<file path="src/rtl/tone_sequencer_player.sv">
// Square-wave tone player: one note from a tone table, timed in duration units,
// followed by a silent gap; start/busy/done handshake with abort and error pulse.
//
// state | meaning
// IDLE  | waiting for a legal start request
// PLAY  | square wave running for dur*TICK_DIV cycles
// GAP   | silent gap of GAP_UNITS*TICK_DIV cycles before done
module tone_sequencer_player #(
  parameter int SEL_W     = 4,
  parameter int NUM_TONES = 4,
  parameter int HALF_BASE = 2,
  parameter int HALF_STEP = 1,
  parameter int DUR_W     = 8,
  parameter int TICK_DIV  = 4,
  parameter int GAP_UNITS = 1
) (
  input  logic             clk,
  input  logic             reset,
  input  logic [SEL_W-1:0] sound_select,
  input  logic [DUR_W-1:0] duration,
  input  logic             start,
  input  logic             stop,
  output logic             sound_output,
  output logic             busy,
  output logic             done,
  output logic             err
);

  localparam int HMAX  = HALF_BASE + (NUM_TONES - 1) * HALF_STEP;
  localparam int PH_W  = (HMAX > 1) ? $clog2(HMAX) : 1;
  localparam int NMAX  = ((2 ** DUR_W) - 1) * TICK_DIV;
  localparam int GMAX  = GAP_UNITS * TICK_DIV;
  localparam int CMAX  = (NMAX > GMAX) ? NMAX : GMAX;
  localparam int CNT_W = $clog2(CMAX + 1);
  localparam int G_M1  = (GMAX > 0) ? GMAX - 1 : 0;

  typedef enum logic [1:0] {IDLE, PLAY, GAP} state_t;

  state_t            state_q, state_d;
  logic [CNT_W-1:0]  cnt_q, cnt_d;
  logic [PH_W-1:0]   ph_q, ph_d;
  logic [PH_W-1:0]   half_q, half_d;
  logic              tone_q, tone_d;
  logic              busy_q, busy_d;
  logic              done_q, done_d;
  logic              err_q, err_d;

  logic              req_legal;
  logic [PH_W-1:0]   half_new;
  logic [CNT_W-1:0]  play_len_m1;

  // half_q holds H-1 so the phase counter reloads without an adder in PLAY
  assign req_legal   = (int'(sound_select) < NUM_TONES) && (duration != '0);
  assign half_new    = PH_W'(HALF_BASE - 1) + PH_W'(sound_select) * PH_W'(HALF_STEP);
  assign play_len_m1 = CNT_W'(duration) * CNT_W'(TICK_DIV) - CNT_W'(1);

  always_ff @(posedge clk or posedge reset) begin
    if (reset) begin
      state_q <= IDLE;
      cnt_q   <= '0;
      ph_q    <= '0;
      half_q  <= '0;
      tone_q  <= 1'b0;
      busy_q  <= 1'b0;
      done_q  <= 1'b0;
      err_q   <= 1'b0;
    end else begin
      state_q <= state_d;
      cnt_q   <= cnt_d;
      ph_q    <= ph_d;
      half_q  <= half_d;
      tone_q  <= tone_d;
      busy_q  <= busy_d;
      done_q  <= done_d;
      err_q   <= err_d;
    end
  end

  always_comb begin
    state_d = state_q;
    cnt_d   = cnt_q;
    ph_d    = ph_q;
    half_d  = half_q;
    tone_d  = tone_q;
    busy_d  = busy_q;
    done_d  = 1'b0;
    err_d   = 1'b0;
    case (state_q)
      IDLE: begin
        tone_d = 1'b0;
        busy_d = 1'b0;
        if (start && !stop) begin
          if (req_legal) begin
            state_d = PLAY;
            half_d  = half_new;
            ph_d    = half_new;
            cnt_d   = play_len_m1;
            tone_d  = 1'b1;
            busy_d  = 1'b1;
          end else begin
            err_d = 1'b1;
          end
        end
      end
      PLAY: begin
        if (stop) begin
          state_d = IDLE;
          cnt_d   = '0;
          ph_d    = '0;
          tone_d  = 1'b0;
          busy_d  = 1'b0;
        end else if (cnt_q == '0) begin
          tone_d = 1'b0;
          ph_d   = '0;
          if (GAP_UNITS > 0) begin
            state_d = GAP;
            cnt_d   = CNT_W'(G_M1);
          end else begin
            state_d = IDLE;
            busy_d  = 1'b0;
            done_d  = 1'b1;
          end
        end else begin
          cnt_d = cnt_q - CNT_W'(1);
          if (ph_q == '0) begin
            tone_d = ~tone_q;
            ph_d   = half_q;
          end else begin
            ph_d = ph_q - PH_W'(1);
          end
        end
      end
      GAP: begin
        tone_d = 1'b0;
        if (stop) begin
          state_d = IDLE;
          cnt_d   = '0;
          busy_d  = 1'b0;
        end else if (cnt_q == '0) begin
          state_d = IDLE;
          busy_d  = 1'b0;
          done_d  = 1'b1;
        end else begin
          cnt_d = cnt_q - CNT_W'(1);
        end
      end
      default: begin
        state_d = IDLE;
        tone_d  = 1'b0;
        busy_d  = 1'b0;
      end
    endcase
  end

  assign sound_output = tone_q;
  assign busy         = busy_q;
  assign done         = done_q;
  assign err          = err_q;

endmodule

</file>
<file path="config.mk">
export PLATFORM = sky130hd
export DESIGN_NAME = tone_sequencer_player
export DESIGN_NICKNAME = d
export VERILOG_FILES = /design/src/rtl/tone_sequencer_player.sv
export SDC_FILE = /design/constraint.sdc
export NUM_CORES = 1
export LEC_CHECK = 0
export ABC_AREA = 1
export CAP_MARGIN = 30
export CORE_MARGIN = 4
export CORE_UTILIZATION = 60
export DETAILED_ROUTE_END_ITERATION = 10
export HOLD_SLACK_MARGIN = 0.15
export PLACE_DENSITY = 0.9
export REMOVE_ABC_BUFFERS = 1
export SYNTH_ARGS = -nofsm -noshare
export SYNTH_HDL_FRONTEND = slang
export SYNTH_SLANG_ARGS = --single-unit
</file>
<file path="constraint.sdc">
create_clock -name clk -period 3.2 [get_ports clk]
set_input_delay 0.64 -clock clk [delete_from_list [all_inputs] [get_ports clk]]
set_output_delay 0.64 -clock clk [all_outputs]
set_load 0.02 [all_outputs]
</file>
==> run_summary.xml, run 1 <==
<?xml version="1.0" encoding="UTF-8"?>
<metrics>
  <group name="run_status">
    <metric name="status" unit="">completed</metric>
  </group>
  <group name="layout">
    <metric name="final_core_util" unit="%">73.23</metric>
    <metric name="nNetsFinal" unit="">300</metric>
    <metric name="final_layout_size_suffix_gt1_share" unit="%">10.99</metric>
    <metric name="antennaDiodeCount" unit="">0</metric>
    <metric name="syn_to_final_growth" unit="%">15.95</metric>
    <metric name="num-fill-cells" unit="">226</metric>
  </group>
  <group name="worst_setup_path">
    <metric name="criticalPathCategory" unit="">in2reg</metric>
    <metric name="critPathLaunchType" unit="">input pin</metric>
    <metric name="launch_point_of_the_critical_path" unit="">duration[0]</metric>
    <metric name="cell_with_the_most_instances_on_the_worst_path" unit="">nand2_1</metric>
    <metric name="r2r_setup_slack" unit="ns">1.44</metric>
    <metric name="cp_slowest_cell" unit="">clkdlybuf4s50_1</metric>
    <metric name="critical_path.reg2reg.startpoint" unit="">state_q[1]</metric>
    <metric name="crit_arrival" unit="ns">2.20</metric>
    <metric name="path_cells" unit="">clkdlybuf4s50_1 &gt; inv_1 &gt; ha_1 &gt; nand2_2 &gt; nor2_4 &gt; nand2_1 &gt; nand3_2 &gt; nand2_4 &gt; o21ai_2 &gt; inv_2 &gt; nand2_1 &gt; nand2_1</metric>
    <metric name="worst_setup_path_end_kind" unit="">flip-flop</metric>
    <metric name="maximum_fanout_count_along_the_critical_path" unit="">9</metric>
    <metric name="slowest_delay" unit="ns">0.42</metric>
    <metric name="critPathRequiredTime" unit="ns">3.43</metric>
  </group>
  <group name="detailed_routing">
    <metric name="wl_met1" unit="µm">1767</metric>
    <metric name="met3WireLength" unit="µm">158</metric>
    <metric name="final_antenna_net_count" unit="">0</metric>
    <metric name="avgRoutedWirePerCell" unit="µm">12.37</metric>
    <metric name="drt-total-wl" unit="µm">3761</metric>
    <metric name="highest-signal-layer" unit="">met4</metric>
    <metric name="drc_errors" unit="">0</metric>
    <metric name="via_count" unit="">1653</metric>
    <metric name="drt_pre_antenna_iters" unit="">4</metric>
    <metric name="viasPerCell" unit="">5.438</metric>
    <metric name="dr_wl_met2" unit="µm">1731</metric>
    <metric name="drt_iter0_markers" unit="">57</metric>
  </group>
  <group name="clocking">
    <metric name="cts-resized-gates" unit="">0</metric>
    <metric name="cts_hold_buffers" unit="">0</metric>
    <metric name="numCtsBuffers" unit="">3</metric>
    <metric name="cts.sink_count" unit="">22</metric>
    <metric name="cts_post_setup_buffers_inserted" unit="">0</metric>
    <metric name="cts_root_buf" unit="">clkbuf_4</metric>
    <metric name="htree_num_levels" unit="">1</metric>
    <metric name="insertion_delay" unit="ns">0.32</metric>
    <metric name="cts_tree" unit="">done</metric>
    <metric name="clock_pin_slew_of_the_registers_on_the_worst_case_setup_and_hold_paths" unit="ns">0.13</metric>
    <metric name="clock_buffer_depth" unit="">2</metric>
  </group>
  <group name="placed_design">
    <metric name="port_buffers" unit="">19</metric>
    <metric name="gpl.final_weighted_congestion" unit="">0.8046</metric>
    <metric name="place_ws" unit="ns">0.9165</metric>
    <metric name="place.detailed.hpwl" unit="µm">2940</metric>
  </group>
  <group name="logic_synthesis">
    <metric name="syn_area_per_cell" unit="µm²">6.939</metric>
    <metric name="ys.warnings.count" unit="">0</metric>
    <metric name="netlist-cell-type-count" unit="">26</metric>
    <metric name="post_synth_mux_area_share" unit="%">0</metric>
    <metric name="combinational_family_with_the_most_area_after_synthesis" unit="">simple AND/OR/NAND/NOR gates</metric>
    <metric name="share_of_the_synthesized_area_in_compound_gates_ao_oa_aoi_oai" unit="%">11.64</metric>
    <metric name="synth_adder_area_share" unit="%">7.184</metric>
    <metric name="synth_simple_gate_area_share" unit="%">38.86</metric>
    <metric name="post_synth_xor_area_fraction" unit="%">2.011</metric>
    <metric name="post_synth_instance_area" unit="µm²">1742</metric>
    <metric name="synth_seq_cells" unit="">22</metric>
    <metric name="syn_inst" unit="">251</metric>
    <metric name="yosysSeqAreaShare" unit="%">31.61</metric>
  </group>
  <group name="floorplanning">
    <metric name="design.portCount" unit="">20</metric>
    <metric name="effective_utilization_at_floorplan" unit="%">63.16</metric>
    <metric name="num_rows" unit="">19</metric>
    <metric name="coreArea" unit="µm²">2758</metric>
    <metric name="fp.dieH" unit="µm">61.88</metric>
    <metric name="design.die.area" unit="µm²">3829</metric>
    <metric name="floorplan.die.width" unit="µm">61.88</metric>
  </group>
  <group name="global_route">
    <metric name="antenna_found_initial" unit="">0</metric>
    <metric name="grt_remaining_overflow" unit="">0</metric>
    <metric name="grt_pass1_vias" unit="">1509</metric>
    <metric name="track_usage" unit="%">22.39</metric>
    <metric name="global_route_wire_length_before_repair" unit="µm">6382</metric>
    <metric name="maximum_number_of_pins_on_one_net_before_global_route_repair" unit="">23</metric>
  </group>
  <group name="power_and_ir_drop">
    <metric name="worst_ir_drop_vdd" unit="mV">0.5454</metric>
    <metric name="p_leak" unit="nW">1.030</metric>
    <metric name="power_per_cell_area" unit="nW/µm²">773.1</metric>
  </group>
  <group name="sta">
    <metric name="timing.final.ws_setup" unit="ns">1.230</metric>
    <metric name="fin_tns_setup" unit="ns">0</metric>
    <metric name="fin_worst_skew" unit="ns">0.003723</metric>
    <metric name="final_count_of_hold_timing_violations" unit="">0</metric>
    <metric name="grt_setup_unrepaired" unit="">no</metric>
    <metric name="setup_violations" unit="">0</metric>
    <metric name="fmax" unit="MHz">507.5</metric>
    <metric name="period_needed" unit="ns">1.970</metric>
    <metric name="period_share" unit="%">61.57</metric>
    <metric name="report.final.slew_viol_count" unit="">0</metric>
    <metric name="tightestPinTransition" unit="ns">0.8493</metric>
    <metric name="relSlewSlack" unit="%">43.32</metric>
  </group>
  <group name="worst_hold_path">
    <metric name="min_path_type" unit="">reg2reg</metric>
    <metric name="holdCritStartpoint" unit="">busy</metric>
  </group>
  <group name="run">
    <metric name="drv.max_cap_violation_count" unit="">0</metric>
  </group>
</metrics>
## registers in the layout, summed over array words and instances, names as in the netlist
signal and cells:
half_q 3, err 1, state_q 2, cnt_q 10, sound_output 1, ph_q 3, busy 1, done 1
## synth_stat cells
library cell | count | area share (%)
nand3_1 | 18 | 5.2
nor2_1 | 30 | 6.5
nor2_2 | 4 | 1.4
a21oi_1 | 11 | 3.2
nand2_4 | 2 | 1.3
nand3_4 | 2 | 2.0
o22ai_1 | 4 | 1.4
nor3_1 | 2 | 0.57
nor2_4 | 3 | 1.9
inv_6 | 1 | 0.50
nand2_8 | 1 | 1.1
ha_1 | 10 | 7.2
inv_1 | 35 | 7.5
xnor2_1 | 1 | 0.50
nand2_2 | 5 | 1.8
clkbuf_1 | 1 | 0.22
dfrtp_1 | 22 | 32
o21ai_0 | 14 | 4.0
o21ai_4 | 1 | 0.93
o21ai_1 | 2 | 0.57
o21ai_2 | 3 | 1.5
xor2_1 | 3 | 1.5
inv_2 | 2 | 0.43
nand2_1 | 72 | 16
nor3_4 | 1 | 0.93
nand3_2 | 1 | 0.57
## layout make-up
type	count	area [µm²]	share of cell area (%)
timing repair buffer	19	190.2	9.418
clock buffer	3	22.52	1.115
inverter	38	147.6	7.311
sequential	22	550.5	27.26
clock inverter	1	30.03	1.487
multi-input combinational	190	1040	51.49
tap	31	38.79	1.921
## cells in the final DEF, fill, tap and decap left out, types with 2 or more instances in the layout
master           netlist  final
ha_1                  10     10
clkbuf_4               0      3
nor2_2                 4      4
a21oi_1               11     11
o21ai_2                3      3
nand3_1               18     18
clkdlybuf4s50_1        0     19
o21ai_0               14     14
o22ai_1                4      4
nor3_1                 2      2
nand2_4                2      2
nand3_4                2      2
nor2_4                 3      3
xor2_1                 3      3
nor2_1                30     30
nand2_1               72     72
nand2_2                5      5
o21ai_1                2      2
inv_2                  2      2
dfrtp_1               22     22
inv_1                 35     35
## cells by family after synthesis
| family | Yosys count |
|---|---|
| AND/OR/NAND/NOR | 141 |
| buffers and inverters | 39 |
| AO/OA/AOI/OAI | 35 |
| flip-flops | 22 |
| adder cells (fa/ha/maj) | 10 |
| XOR/XNOR | 4 |
## per-stage QoR
stage,hold slack (ns),power [mW],cells,instance area (µm²)
after floorplan,0.4479,1.136,250,1738
after global placement,0.4690,1.298,300,1967
after detailed placement,0.4725,1.325,300,1967
after CTS,0.5045,1.554,304,2019
after global routing,0.5316,1.711,304,2019
final,0.5024,1.561,304,2019
## per-layer routing
layer | global-route usage [%] | vias up
li1 | - | 840
met1 | 29.61 | 750
met2 | 35.87 | 50
met3 | 2.686 | 13
met4 | 11.52 | 0
met5 | 0 | -
## final timing paths
kind                            depth (start not counted)           end
worst min-delay path                                    2          busy
worst min register to register                          2          busy
max in group asynchronous                               2      cnt_q[4]
min in group asynchronous                               2  sound_output
worst max register to register                          8    state_q[1]
worst max-delay path                                   12       ph_q[0]
## report_power, final
group          switching [mW]  internal (mW)
sequential             0.0918          0.387
clock                  0.0950          0.127
combinational           0.553          0.307
total                   0.740          0.821
## worst max-delay path, delay by kind of cell
kind / cells / cell delay [ns]
AO/OA/AOI/OAI: 1 / 0.13
AND/OR/NAND/NOR: 7 / 0.64
buffers and inverters: 3 / 0.59
adder cells (fa/ha/maj): 1 / 0.19
Note: power is estimated with default switching activity, not from simulation.
==> run 2: changes to the inputs <==
--- a/config.mk
+++ b/config.mk
@@ -8,10 +8,10 @@
 export ABC_AREA = 1
 export CAP_MARGIN = 30
 export CORE_MARGIN = 4
-export CORE_UTILIZATION = 60
+export CORE_UTILIZATION = 51
 export DETAILED_ROUTE_END_ITERATION = 10
 export HOLD_SLACK_MARGIN = 0.15
-export PLACE_DENSITY = 0.9
+export PLACE_DENSITY = 0.81
 export REMOVE_ABC_BUFFERS = 1
 export SYNTH_ARGS = -nofsm -noshare
 export SYNTH_HDL_FRONTEND = slang
==> constraint.sdc (replaced) <==
create_clock -name clk -period 1.8 [get_ports clk]
set_input_delay 0.36 -clock clk [delete_from_list [all_inputs] [get_ports clk]]
set_output_delay 0.36 -clock clk [all_outputs]
set_load 0.02 [all_outputs]
==> run_summary.xml, run 2 (synthesis results as in run 1) <==
<?xml version="1.0" encoding="UTF-8"?>
<metrics>
  <group name="clocking">
    <metric name="cts_hold_buffers" unit="">0</metric>
    <metric name="clock_buffer_depth" unit="">2</metric>
    <metric name="insertion_delay" unit="ns">0.32</metric>
    <metric name="clock_pin_slew_of_the_registers_on_the_worst_case_setup_and_hold_paths" unit="ns">0.13</metric>
    <metric name="cts_post_setup_buffers_inserted" unit="">0</metric>
    <metric name="cts.sink_count" unit="">22</metric>
    <metric name="htree_num_levels" unit="">1</metric>
    <metric name="cts_tree" unit="">done</metric>
    <metric name="numCtsBuffers" unit="">3</metric>
    <metric name="cts_root_buf" unit="">clkbuf_4</metric>
  </group>
  <group name="layout">
    <metric name="multi_input_comb_area" unit="µm²">1045</metric>
    <metric name="design_area" unit="µm²">2153</metric>
    <metric name="top_register" unit="">cnt_q</metric>
    <metric name="final_layout_size_suffix_gt1_share" unit="%">16.32</metric>
    <metric name="stdcell_count" unit="">332</metric>
    <metric name="num-fill-cells" unit="">282</metric>
    <metric name="final_core_util" unit="%">68.29</metric>
    <metric name="antennaDiodeCount" unit="">0</metric>
    <metric name="layout.cells.most_common_list" unit="">72 x nand2_1, 35 x inv_1, 29 x nor2_1</metric>
    <metric name="nNetsFinal" unit="">315</metric>
    <metric name="largest_regs" unit="">cnt_q (10), half_q (3), ph_q (3)</metric>
    <metric name="mostFrequentLayoutCell" unit="">nand2_1</metric>
    <metric name="syn_to_final_growth" unit="%">23.64</metric>
    <metric name="largest_register_ffs" unit="">10</metric>
    <metric name="seqCellArea" unit="µm²">550.5</metric>
  </group>
  <group name="detailed_routing">
    <metric name="drt-total-wl" unit="µm">3951</metric>
    <metric name="avgRoutedWirePerCell" unit="µm">11.90</metric>
    <metric name="drt_iter0_markers" unit="">86</metric>
    <metric name="drc_errors" unit="">0</metric>
    <metric name="drt_pre_antenna_iters" unit="">4</metric>
    <metric name="viasPerCell" unit="">5.081</metric>
    <metric name="via_count" unit="">1687</metric>
    <metric name="final_antenna_net_count" unit="">0</metric>
  </group>
  <group name="floorplanning">
    <metric name="fp.dieH" unit="µm">66.44</metric>
    <metric name="num_rows" unit="">20</metric>
    <metric name="effective_utilization_at_floorplan" unit="%">55.24</metric>
    <metric name="floorplan.die.width" unit="µm">66.44</metric>
    <metric name="coreArea" unit="µm²">3153</metric>
    <metric name="design.portCount" unit="">20</metric>
    <metric name="design.die.area" unit="µm²">4414</metric>
  </group>
  <group name="sta">
    <metric name="period_share" unit="%">93.67</metric>
    <metric name="worst_hold_slack" unit="ns">0.3653</metric>
    <metric name="fin_tns_setup" unit="ns">0</metric>
    <metric name="fmax" unit="MHz">593.1</metric>
    <metric name="report.final.slew_viol_count" unit="">0</metric>
    <metric name="grt_setup_unrepaired" unit="">no</metric>
    <metric name="final_count_of_hold_timing_violations" unit="">0</metric>
    <metric name="fin_worst_skew" unit="ns">0.003915</metric>
    <metric name="tightestPinTransition" unit="ns">0.3256</metric>
    <metric name="period_needed" unit="ns">1.686</metric>
    <metric name="relSlewSlack" unit="%">78.29</metric>
    <metric name="setup_violations" unit="">0</metric>
  </group>
  <group name="placed_design">
    <metric name="dp_cells" unit="">328</metric>
    <metric name="port_buffers" unit="">19</metric>
    <metric name="gpl.final_weighted_congestion" unit="">0.8362</metric>
    <metric name="detailed_place.area" unit="µm²">2096</metric>
    <metric name="place.detailed.hpwl" unit="µm">3100</metric>
  </group>
  <group name="power_and_ir_drop">
    <metric name="power_per_cell_area" unit="nW/µm²">1317</metric>
    <metric name="p_leak" unit="nW">1.102</metric>
    <metric name="worst_ir_drop_vdd" unit="mV">0.6669</metric>
  </group>
  <group name="worst_setup_path">
    <metric name="cp_slowest_cell" unit="">clkdlybuf4s50_1</metric>
    <metric name="crit_arrival" unit="ns">1.33</metric>
    <metric name="launch_point_of_the_critical_path" unit="">sound_output</metric>
    <metric name="slowest_delay" unit="ns">0.61</metric>
    <metric name="criticalPathCategory" unit="">reg2out</metric>
    <metric name="critPathLaunchType" unit="">flip-flop</metric>
    <metric name="critical_path.reg2reg.startpoint" unit="">cnt_q[0]</metric>
    <metric name="path_cells" unit="">clkdlybuf4s50_1</metric>
    <metric name="critPathRequiredTime" unit="ns">1.44</metric>
    <metric name="worst_setup_path_end_kind" unit="">primary output</metric>
    <metric name="timing.critical_path.buf_inv" unit="">1</metric>
    <metric name="maximum_fanout_count_along_the_critical_path" unit="">3</metric>
    <metric name="path_delay_family" unit="">buffers and inverters</metric>
  </group>
  <group name="worst_hold_path">
    <metric name="min_path_type" unit="">in2async</metric>
  </group>
  <group name="run">
    <metric name="drv.max_cap_violation_count" unit="">0</metric>
  </group>
  <group name="global_route">
    <metric name="antenna_found_initial" unit="">0</metric>
    <metric name="grtUsageMet1" unit="%">25.50</metric>
    <metric name="global_routing_usage_on_met3" unit="%">0.5102</metric>
    <metric name="track_usage" unit="%">19.62</metric>
    <metric name="global_route_wire_length_before_repair" unit="µm">6637</metric>
    <metric name="met2_usage" unit="%">33.83</metric>
    <metric name="grt_remaining_overflow" unit="">0</metric>
    <metric name="top_usage_layer" unit="">met2</metric>
    <metric name="maximum_number_of_pins_on_one_net_before_global_route_repair" unit="">23</metric>
    <metric name="grt_pass1_vias" unit="">1509</metric>
  </group>
  <group name="run_status">
    <metric name="status" unit="">completed</metric>
  </group>
</metrics>
run 2: cell types whose count changed in the layout (fill, tap and decap cells not counted), sizes merged:
cell  before  now
buf        0   15
run 2: stage by stage:
| step | worst slack [ns] | power [mW] |
|---|---|---|
| 2_1_floorplan | 0.3416 | 2.020 |
| 3_3_place_gp | -0.1388 | 2.370 |
| 3_5_place_dp | -0.1929 | 2.400 |
| 4_1_cts | 0.09623 | 2.820 |
| 5_1_grt | 0.01213 | 3.099 |
| 6_report | 0.1139 | 2.835 |
run 2: timing repair:
action                                 4_1_cts  5_1_grt
setup endpoints to repair                    0        2
endpoints found under the hold margin        0        0
gates resized for setup                      0        2
run 2: area by class of cell:
| cell class | instances | share of cell area [%] |
|---|---|---|
| inverters | 38 | 6.856 |
| flip-flops and latches | 22 | 25.57 |
| clock inverters | 1 | 1.395 |
| repair buffers | 34 | 14.06 |
| well taps | 44 | 2.557 |
| clock buffers | 3 | 1.046 |
| multi-input cells | 190 | 48.52 |
run 2: path summary, 6_finish.rpt:
path	end	slack (ns)	cells after the start
max	sound_output	0.11	1
min	sound_output	0.37	3
max reg2reg	cnt_q[5]	0.15	9
min reg2reg	ph_q[1]	0.50	2
max in group asynchronous	cnt_q[5]	1.20	3
min in group clk	ph_q[1]	0.50	2
run 2: per-layer routing:
metal	vias to the layer above	share of wire, %
li1	871	-
met5	-	0
met3	6	3.3
met2	44	47
met1	766	48
met4	0	2.2
run 2: report_power, final:
part / leakage (nW) / internal, mW / switching (mW)
Clock: 0.0279 / 0.225 / 0.170
Combinational: 0.798 / 0.598 / 0.986
Sequential: 0.276 / 0.689 / 0.167
Total: 1.10 / 1.51 / 1.32
==> run 3: changes to the inputs <==
==> constraint.sdc (replaced) <==
create_clock -name clk -period 1.8 [get_ports clk]
set_input_delay 0.27 -clock clk [delete_from_list [all_inputs] [get_ports clk]]
set_output_delay 0.27 -clock clk [all_outputs]
set_load 0.02 [all_outputs]
==> run_summary.xml, run 3 (synthesis results as in run 1) <==
<?xml version="1.0" encoding="UTF-8"?>
<metrics>
  <group name="sta">
    <metric name="tightestPinTransition" unit="ns">0.3462</metric>
    <metric name="period_share" unit="%">92.91</metric>
    <metric name="fin_worst_skew" unit="ns">0.003251</metric>
    <metric name="fin_tns_setup" unit="ns">0</metric>
    <metric name="report.final.slew_viol_count" unit="">0</metric>
    <metric name="relSlewSlack" unit="%">76.92</metric>
    <metric name="period_needed" unit="ns">1.672</metric>
    <metric name="grt_setup_unrepaired" unit="">no</metric>
    <metric name="setup_violations" unit="">0</metric>
    <metric name="fmax" unit="MHz">597.9</metric>
    <metric name="timing.final.ws_setup" unit="ns">0.1275</metric>
    <metric name="final_count_of_hold_timing_violations" unit="">0</metric>
  </group>
  <group name="detailed_routing">
    <metric name="drt_iter0_markers" unit="">80</metric>
    <metric name="viasPerCell" unit="">5.083</metric>
    <metric name="drt_pre_antenna_iters" unit="">4</metric>
    <metric name="via_count" unit="">1662</metric>
    <metric name="final_antenna_net_count" unit="">0</metric>
    <metric name="avgRoutedWirePerCell" unit="µm">11.73</metric>
    <metric name="drc_errors" unit="">0</metric>
    <metric name="drt-total-wl" unit="µm">3835</metric>
  </group>
  <group name="global_route">
    <metric name="grt_remaining_overflow" unit="">0</metric>
    <metric name="track_usage" unit="%">19.94</metric>
    <metric name="global_routing_usage_on_met3" unit="%">1.361</metric>
    <metric name="global_route_wire_length_before_repair" unit="µm">6824</metric>
    <metric name="antenna_found_initial" unit="">0</metric>
    <metric name="maximum_number_of_pins_on_one_net_before_global_route_repair" unit="">23</metric>
    <metric name="met2_usage" unit="%">33.58</metric>
    <metric name="grtUsageMet1" unit="%">25.74</metric>
    <metric name="grt_pass1_vias" unit="">1621</metric>
    <metric name="top_usage_layer" unit="">met2</metric>
  </group>
  <group name="clocking">
    <metric name="insertion_delay" unit="ns">0.32</metric>
    <metric name="numCtsBuffers" unit="">3</metric>
    <metric name="htree_num_levels" unit="">1</metric>
    <metric name="cts_hold_buffers" unit="">0</metric>
    <metric name="clock_pin_slew_of_the_registers_on_the_worst_case_setup_and_hold_paths" unit="ns">0.13</metric>
    <metric name="clock_buffer_depth" unit="">2</metric>
    <metric name="cts_root_buf" unit="">clkbuf_4</metric>
    <metric name="cts_tree" unit="">done</metric>
    <metric name="cts_post_setup_buffers_inserted" unit="">0</metric>
    <metric name="cts.sink_count" unit="">22</metric>
  </group>
  <group name="worst_hold_path">
    <metric name="min_path_type" unit="">in2async</metric>
  </group>
  <group name="worst_setup_path">
    <metric name="path_cells" unit="">inv_1 &gt; ha_2 &gt; nand3_4 &gt; nor3_4 &gt; nor2_4 &gt; nand2_8 &gt; inv_6 &gt; nand2_1 &gt; nand2_1</metric>
    <metric name="maximum_fanout_count_along_the_critical_path" unit="">9</metric>
    <metric name="critPathLaunchType" unit="">flip-flop</metric>
    <metric name="r2r_setup_slack" unit="ns">0.13</metric>
    <metric name="critical_path.reg2reg.startpoint" unit="">cnt_q[0]</metric>
    <metric name="cp_slowest_cell" unit="">dfrtp_1</metric>
    <metric name="worst_setup_path_end_kind" unit="">flip-flop</metric>
    <metric name="r2r_cells" unit="">9</metric>
    <metric name="timing.critical_path.buf_inv" unit="">2</metric>
    <metric name="criticalPathCategory" unit="">reg2reg</metric>
    <metric name="regToRegEndpoint" unit="">cnt_q[5]</metric>
    <metric name="critPathRequiredTime" unit="ns">2.03</metric>
    <metric name="cell_with_the_most_instances_on_the_worst_path" unit="">nand2_1</metric>
    <metric name="crit_arrival" unit="ns">1.90</metric>
    <metric name="slowest_delay" unit="ns">0.39</metric>
    <metric name="worst-path-stages" unit="">9</metric>
    <metric name="path_delay_family" unit="">simple AND/OR/NAND/NOR gates</metric>
  </group>
  <group name="floorplanning">
    <metric name="design.portCount" unit="">20</metric>
    <metric name="floorplan.die.width" unit="µm">66.44</metric>
    <metric name="coreArea" unit="µm²">3153</metric>
    <metric name="effective_utilization_at_floorplan" unit="%">55.24</metric>
    <metric name="fp.dieH" unit="µm">66.44</metric>
    <metric name="num_rows" unit="">20</metric>
    <metric name="design.die.area" unit="µm²">4414</metric>
  </group>
  <group name="layout">
    <metric name="nNetsFinal" unit="">310</metric>
    <metric name="largest_regs" unit="">cnt_q (10), half_q (3), ph_q (3)</metric>
    <metric name="final_layout_size_suffix_gt1_share" unit="%">14.49</metric>
    <metric name="top_register" unit="">cnt_q</metric>
    <metric name="num-fill-cells" unit="">291</metric>
    <metric name="largest_register_ffs" unit="">10</metric>
    <metric name="mostFrequentLayoutCell" unit="">nand2_1</metric>
    <metric name="syn_to_final_growth" unit="%">21.34</metric>
    <metric name="layout.cells.most_common_list" unit="">72 x nand2_1, 35 x inv_1, 30 x nor2_1</metric>
    <metric name="antennaDiodeCount" unit="">0</metric>
  </group>
  <group name="placed_design">
    <metric name="gpl.final_weighted_congestion" unit="">0.8445</metric>
    <metric name="place.detailed.hpwl" unit="µm">3087</metric>
    <metric name="port_buffers" unit="">19</metric>
    <metric name="place_ws" unit="ns">-0.08695</metric>
  </group>
  <group name="run_status">
    <metric name="status" unit="">completed</metric>
  </group>
  <group name="power_and_ir_drop">
    <metric name="worst_ir_drop_vdd" unit="mV">0.7082</metric>
    <metric name="p_leak" unit="nW">1.078</metric>
    <metric name="power_per_cell_area" unit="nW/µm²">1330</metric>
  </group>
  <group name="run">
    <metric name="drv.max_cap_violation_count" unit="">0</metric>
  </group>
</metrics>
-- run 3: cell types whose count changed in the layout (fill, tap and decap cells not counted), sizes merged --
| cell | previous run | this run |
|---|---|---|
| buf | 15 | 10 |
-- run 3: how the worst max path moves through the flow --
| stage | startpoint | slack (ns) | endpoint |
|---|---|---|---|
| after floorplan | cnt_q[0] | 0.34 | cnt_q[0] |
| after detailed placement | duration[0] | -0.09 | ph_q[2] |
| after global placement | duration[0] | -0.05 | cnt_q[3] |
| final | cnt_q[0] | 0.13 | cnt_q[5] |
| after CTS | cnt_q[0] | 0.12 | cnt_q[5] |
| after global routing | cnt_q[0] | 0.02 | cnt_q[5] |
-- run 3: metal layers --
metal | routed length (µm) | up-vias
met5 | 0 | -
met4 | 107 | 0
met3 | 126 | 9
met2 | 1733 | 41
met1 | 1868 | 755
li1 | - | 857
-- run 3: where the power goes --
part / internal (mW) / switching [mW]
sequential: 0.689 / 0.160
combinational: 0.585 / 0.990
clock: 0.225 / 0.163
-- run 3: what timing repair did --
action	4_1_cts	5_1_grt
hold endpoints to repair	0	0
resized for setup	0	1
setup endpoints to repair	0	1
-- run 3: layout make-up --
type                    count  area [µm²]  area share, %
flip-flops and latches     22       550.5          26.05
clock inverters             1       30.03          1.421
well taps                  44       55.05          2.605
repair buffers             29       265.3          12.55
inverters                  38       147.6          6.986
clock buffers               3       22.52          1.066
multi-input cells         190        1042          49.32
-- run 3: worst min-delay path: cells and delay by family --
kind,cells,cell delay [ns]
buffers and inverters,3,0.73
-- run 3: stage by stage --
step | instance area [µm²] | std cells | hold WS (ns) | total power [mW] | utilization, %
after floorplan | 1738 | 250 | 0.2592 | 2.020 | -
after global placement | 2058 | 323 | 0.4629 | 2.359 | 65.28
after detailed placement | 2058 | 323 | 0.4804 | 2.402 | 65.28
after CTS | 2111 | 327 | 0.2838 | 2.805 | 66.94
after global routing | 2113 | 327 | 0.2929 | 3.068 | 67.02
final | 2113 | 327 | 0.2796 | 2.811 | 67.02
